<file path="config.mk">
export PLATFORM = sky130hd
export DESIGN_NAME = cache_control
export DESIGN_NICKNAME = d
export VERILOG_FILES = /design/src/rtl/cache_types_pkg.sv /design/src/rtl/cache_perf_counters.sv /design/src/rtl/cache_control.sv
export SDC_FILE = /design/constraint.sdc
export NUM_CORES = 1
export LEC_CHECK = 0
export BUFFER_PORTS_ARGS = -buffer_cell sky130_fd_sc_hd__clkbuf_2
export CELL_PAD_IN_SITES_DETAIL_PLACEMENT = 1
export CELL_PAD_IN_SITES_GLOBAL_PLACEMENT = 1
export CORE_AREA = 2 2 41 43
export CTS_CLUSTER_SIZE = 30
export DETAILED_ROUTE_END_ITERATION = 16
export DIE_AREA = 0 0 43 45
export MAX_ROUTING_LAYER = met4
export PLACE_DENSITY_LB_ADDON = 0.1
export SKIP_CTS_REPAIR_TIMING = 1
export SYNTH_ARGS = -nofsm -noshare
export SYNTH_HDL_FRONTEND = slang
export SYNTH_HIERARCHICAL = 1
export SYNTH_SLANG_ARGS = --single-unit
</file>
<file path="constraint.sdc">
create_clock -name clk -period 4.5 [get_ports clk]
set_input_delay 1.125 -clock clk [delete_from_list [all_inputs] [get_ports clk]]
set_output_delay 1.125 -clock clk [all_outputs]
set_load 0.02 [all_outputs]
</file>
<file path="src/rtl/cache_types_pkg.sv">
// rtl/cache_types_pkg.sv - shared types and constants for the 2-way cache controller
package cache_types_pkg;

    localparam int NUM_WAYS = 2;
    localparam int PERF_W   = 32;

    typedef enum logic [1:0] {
        IDLE      = 2'd0,
        CHECK     = 2'd1,
        WRITEBACK = 2'd2,
        ALLOCATE  = 2'd3
    } cache_state_t;

    typedef logic way_t;

    // One-hot per-way strobe for a single way index
    function automatic logic [NUM_WAYS-1:0] way_onehot(input way_t w);
        return w ? 2'b10 : 2'b01;
    endfunction

endpackage

</file>
<file path="src/rtl/cache_perf_counters.sv">
// rtl/cache_perf_counters.sv - wrapping hit/miss/writeback event counters
module cache_perf_counters
    import cache_types_pkg::*;
(
    input  logic              clk,
    input  logic              rst_n,
    input  logic              i_hit_evt,
    input  logic              i_miss_evt,
    input  logic              i_wb_evt,
    output logic [PERF_W-1:0] o_hit_count,
    output logic [PERF_W-1:0] o_miss_count,
    output logic [PERF_W-1:0] o_wb_count
);

    logic [PERF_W-1:0] r_hit_count;
    logic [PERF_W-1:0] r_miss_count;
    logic [PERF_W-1:0] r_wb_count;

    // Count each event once per cycle; counters wrap naturally
    always_ff @(posedge clk or negedge rst_n) begin
        if (!rst_n) begin
            r_hit_count  <= '0;
            r_miss_count <= '0;
            r_wb_count   <= '0;
        end else begin
            if (i_hit_evt)  r_hit_count  <= r_hit_count + 1'b1;
            if (i_miss_evt) r_miss_count <= r_miss_count + 1'b1;
            if (i_wb_evt)   r_wb_count   <= r_wb_count + 1'b1;
        end
    end

    assign o_hit_count  = r_hit_count;
    assign o_miss_count = r_miss_count;
    assign o_wb_count   = r_wb_count;

endmodule

</file>
<file path="src/rtl/cache_control.sv">
// rtl/cache_control.sv - sequencing FSM for the 2-way write-back cache (optional CACHE_PERF_EN counters)
module cache_control
    import cache_types_pkg::*;
(
    input  logic                clk,
    input  logic                rst_n,
    input  logic                mem_read,
    input  logic                mem_write,
    output logic                mem_resp,
    input  logic [NUM_WAYS-1:0] hit,
    input  logic [NUM_WAYS-1:0] valid,
    input  logic [NUM_WAYS-1:0] dirty,
    input  logic                lru,
    output logic                pmem_read,
    output logic                pmem_write,
    input  logic                pmem_resp,
    output logic                pmem_addr_sel,
    output logic                way_sel,
    output logic                data_src,
    output logic [NUM_WAYS-1:0] load_data,
    output logic [NUM_WAYS-1:0] load_tag,
    output logic [NUM_WAYS-1:0] load_valid,
    output logic [NUM_WAYS-1:0] load_dirty,
    output logic                dirty_in,
    output logic                load_lru,
    output logic                lru_in
`ifdef CACHE_PERF_EN
    ,
    output logic [PERF_W-1:0]   hit_count,
    output logic [PERF_W-1:0]   miss_count,
    output logic [PERF_W-1:0]   wb_count
`endif
);

    cache_state_t r_state;
    cache_state_t w_next;
    way_t         r_victim;

    logic w_req;
    logic w_is_hit;
    way_t w_hit_way;

    assign w_req     = mem_read | mem_write;
    assign w_is_hit  = |hit;
    assign w_hit_way = hit[1];   // hit==2'b11 resolves to way 1

    // State register
    always_ff @(posedge clk or negedge rst_n) begin
        if (!rst_n) r_state <= IDLE;
        else        r_state <= w_next;
    end

    // Victim is latched once on the miss decision and held for the whole miss
    always_ff @(posedge clk or negedge rst_n) begin
        if (!rst_n)
            r_victim <= 1'b0;
        else if (r_state == CHECK && w_req && !w_is_hit)
            r_victim <= lru;
    end

    // Next-state logic; a CHECK without a live request just falls back to IDLE
    always_comb begin
        w_next = r_state;
        case (r_state)
            IDLE:      if (w_req) w_next = CHECK;
            CHECK: begin
                if (!w_req || w_is_hit)          w_next = IDLE;
                else if (valid[lru] & dirty[lru]) w_next = WRITEBACK;
                else                              w_next = ALLOCATE;
            end
            WRITEBACK: if (pmem_resp) w_next = ALLOCATE;
            ALLOCATE:  if (pmem_resp) w_next = CHECK;
            default:   w_next = IDLE;
        endcase
    end

    // Output decode; everything idles low unless the state drives it
    always_comb begin
        mem_resp      = 1'b0;
        pmem_read     = 1'b0;
        pmem_write    = 1'b0;
        pmem_addr_sel = 1'b0;
        way_sel       = 1'b0;
        data_src      = 1'b0;
        load_data     = '0;
        load_tag      = '0;
        load_valid    = '0;
        load_dirty    = '0;
        dirty_in      = 1'b0;
        load_lru      = 1'b0;
        lru_in        = 1'b0;
        case (r_state)
            CHECK: begin
                if (w_req && w_is_hit) begin
                    mem_resp = 1'b1;
                    way_sel  = w_hit_way;
                    load_lru = 1'b1;
                    lru_in   = ~w_hit_way;
                    if (mem_write) begin
                        load_data  = way_onehot(w_hit_way);
                        load_dirty = way_onehot(w_hit_way);
                        dirty_in   = 1'b1;
                    end
                end
            end
            WRITEBACK: begin
                pmem_write    = 1'b1;
                pmem_addr_sel = 1'b1;
                way_sel       = r_victim;
            end
            ALLOCATE: begin
                pmem_read = 1'b1;
                if (pmem_resp) begin
                    load_data  = way_onehot(r_victim);
                    load_tag   = way_onehot(r_victim);
                    load_valid = way_onehot(r_victim);
                    load_dirty = way_onehot(r_victim);
                    data_src   = 1'b1;
                end
            end
            default: ;
        endcase
    end

`ifdef CACHE_PERF_EN
    logic r_refill;

    // Marks the CHECK that follows a fill so its hit is not counted as a fresh hit
    always_ff @(posedge clk or negedge rst_n) begin
        if (!rst_n) r_refill <= 1'b0;
        else        r_refill <= (r_state == ALLOCATE) && pmem_resp;
    end

    cache_perf_counters u_perf (
        .clk          (clk),
        .rst_n        (rst_n),
        .i_hit_evt    ((r_state == CHECK) && w_req && w_is_hit && !r_refill),
        .i_miss_evt   ((r_state == CHECK) && w_req && !w_is_hit),
        .i_wb_evt     ((r_state == WRITEBACK) && pmem_resp),
        .o_hit_count  (hit_count),
        .o_miss_count (miss_count),
        .o_wb_count   (wb_count)
    );
`endif

endmodule

</file>
==> impl_metrics.yaml <==
sta:
  finalSetupTns_ps: 0
  fin_worst_skew_ps: 0.822
  relSlewSlack_pct: 79.6
  rsz0062_at_grt: "no"
  period_share_pct: 65.8
  hold_viol: 0
  setup_ws_ps: 1540
  setup_violations: 0
  tightest_slew_ps: 306
  finalMaxSlewViolations: 0
  fin_crit_ps: 2960
  max_freq_ghz: 0.338
global_route:
  grt_pass1_vias: 360
  grt_pass1_wl_um: 1480
  overflow: 0
  grt_start_max_net_pins: 7
  antenna_found_initial: 0
  grtUsageTotal_pct: 10.6
yosys:
  synthXorXnorAreaFrac_pct: 0
  yosys.area_share.adder_pct: 14.1
  ys_warn_count: 6
  netlist_instances: 44
  yosys-mux-area-fraction_pct: 6.01
  synth_compound_gate_area_share_pct: 20.1
  synthDistinctLibCells: 23
  synth_simple_gate_area_share_pct: 22.6
  yosys_register_bits: 3
  synth.yosys.seq_area_share_pct: 21.2
  syn_avg_cell_area_um2: 8.05
  syn-cell-area_um2: 354
  syn_nets: 60
  synth_top_family_by_area: "simple AND/OR/NAND/NOR gates"
power:
  switching_share_pct: 47.6
  p_leak_nw: 0.286
  p_seq_share_pct: 19.6
  peakVddDrop_mv: 0.254
  power.switching_mw: 0.129
  pwr-share-comb_pct: 63.4
  clkPwrFrac_pct: 16.9
  powerDensity_nw_per_um2: 545
  p_int_mw: 0.141
min_path:
  hold_path.class: "flop to flop"
  min_from: "r_victim"
  hold_depth: 1
  hold_end: "r_victim"
die:
  die_w_um: 43
  ioPinCount: 29
  num_rows: 14
  dieArea_um2: 1940
  die-height_um: 45
  start_util_pct: 24.1
  core_um2: 1470
routing:
  drt-total-wl_um: 923
  dr_total_vias: 383
  firstDrtPassIters: 2
  drc: 0
  wire_per_inst_um: 10.7
  viasPerCell: 4.45
  ant_nets: 0
  drt_iter0_markers: 3
final_layout:
  area_delta_synth_final_pct: 39.9
  utilization_pct: 33.7
  drive_gt1_share_pct: 47.1
  diodes: 0
  nets: 87
  stdcell_count: 86
  fin_area_um2: 495
worst_setup_path:
  worst-path-buf-inv: 2
  cp_slowest_stage_delay_ps: 240
  cp_top_family: "compound AO/OA/AOI/OAI gates"
  r2r-start: "r_state[0]"
  critical_path_class: "input pin to primary output"
  cp_max_fo: 5
  required_ps: 3380
  r2r_slack_ps: 3110
  reg2reg_to: "r_state[0]"
  arrival_ps: 1840
  cp_common_cell: "clkbuf_2"
  r2r_cells: 5
  cp-start-kind: "input pin"
  crit_chain: "clkbuf_2 > o21a_2 > a22oi_1 > nor2b_1 > clkbuf_2"
  cp_slowest_cell: "o21a_2"
  endpoint_kind: "primary output"
clock_tree:
  clkTransAtPathRegs_ps: 30
  cts_tree: "yes"
  numCtsBuffers: 3
  clkSinkCount: 3
  htreeDepth: 1
  clkLatencyLatePin_ps: 230
  clockBufferDepth: 2
  cts-root-buf: "clkbuf_4"
placed_design:
  dp_hpwl_um: 799
  place_area_um2: 469
  dp.cells: 82
  placement.io_buffers: 28
  routabilityCongestion: 0.759
  dpl_worst_slack_ps: 1540
flow_run:
  drv_cap: 0
status:
  status: "completed"
==> power by group through the flow <==
stage          Clock [mW]  Combinational, mW  Sequential (mW)
6_report           0.0458              0.171           0.0530
5_1_grt            0.0506              0.192           0.0569
4_1_cts            0.0485              0.175           0.0538
3_5_place_dp            0              0.175           0.0541
3_3_place_gp            0              0.175           0.0545
2_1_floorplan           0              0.138           0.0484
==> cell usage after synthesis <==
library cell / count / share of area (%)
nand3b_1: 1 / 2.1
a41oi_1: 1 / 2.5
ha_1: 4 / 14
o21a_1: 1 / 2.1
nor2b_1: 1 / 1.8
a21oi_1: 1 / 1.4
dfrtp_1: 3 / 21
and3_1: 1 / 1.8
o21a_2: 1 / 2.5
nand2b_1: 2 / 3.5
mux2_1: 1 / 3.2
or3b_1: 1 / 2.5
a22oi_1: 1 / 2.1
o211ai_1: 1 / 2.1
inv_1: 3 / 3.2
buf_4: 6 / 13
nor2_1: 6 / 6.4
o22ai_1: 2 / 3.5
nand2_1: 3 / 3.2
nand3_1: 1 / 1.4
o21ai_0: 1 / 1.4
a31o_2: 1 / 2.5
mux2i_1: 1 / 2.8
==> routing by layer <==
layer | wire length (um) | track usage, % | up-vias
li1 | - | - | 201
met5 | 0 | - | -
met4 | 0 | 5.45 | 0
met2 | 401 | 15.2 | 22
met1 | 430 | 14.5 | 160
met3 | 92 | 1.60 | 0
==> worst max path at each step <==
| stage | startpoint | endpoint | slack, ps | cells past startpoint |
|---|---|---|---|---|
| 2_1_floorplan | hit[1] | load_dirty[0] | 1500 | 3 |
| 3_3_place_gp | mem_write | way_sel | 1550 | 5 |
| 3_5_place_dp | mem_write | way_sel | 1540 | 5 |
| 4_1_cts | mem_write | way_sel | 1540 | 5 |
| 5_1_grt | mem_write | way_sel | 1450 | 5 |
| 6_report | mem_write | way_sel | 1540 | 5 |
==> area by class of cell <==
cell class	count	area, um^2
clock buffer	4	26.3
timing repair buffer	28	140
tap	16	20.0
sequential	3	75.1
multi-input combinational	32	223
fill	190	976
inverter	3	11.3
==> through the flow <==
step                hold WS [ps]  power (mW)
global route                 679       0.299
global placement             634       0.230
floorplan                    524       0.186
CTS                          635       0.277
detailed placement           626       0.229
finish                       614       0.270
==> state kept, by name, indices dropped and copies added (netlist names) <==
name      cells
r_victim      1
r_state       2
==> cell usage in the layout (no fill, tap or decap), drive strengths merged <==
cell	n
a21oi	1
a22oi	1
a31o	1
a41oi	1
and3	1
clkbuf	32
dfrtp	3
ha	4
inv	3
mux2	1
mux2i	1
nand2	3
nand2b	2
nand3	1
nand3b	1
nor2	6
nor2b	1
o211ai	1
o21a	2
o21ai	1
o22ai	2
or3b	1
==> kinds of logic (layout without fill, tap and decap cells) <==
kind of cell	after synthesis	after routing
simple gates	16	16
compound gates	10	10
buf+inv	9	35
fa+ha+maj	4	4
flops	3	3
mux	2	2
(Power assumes the default switching activity.)
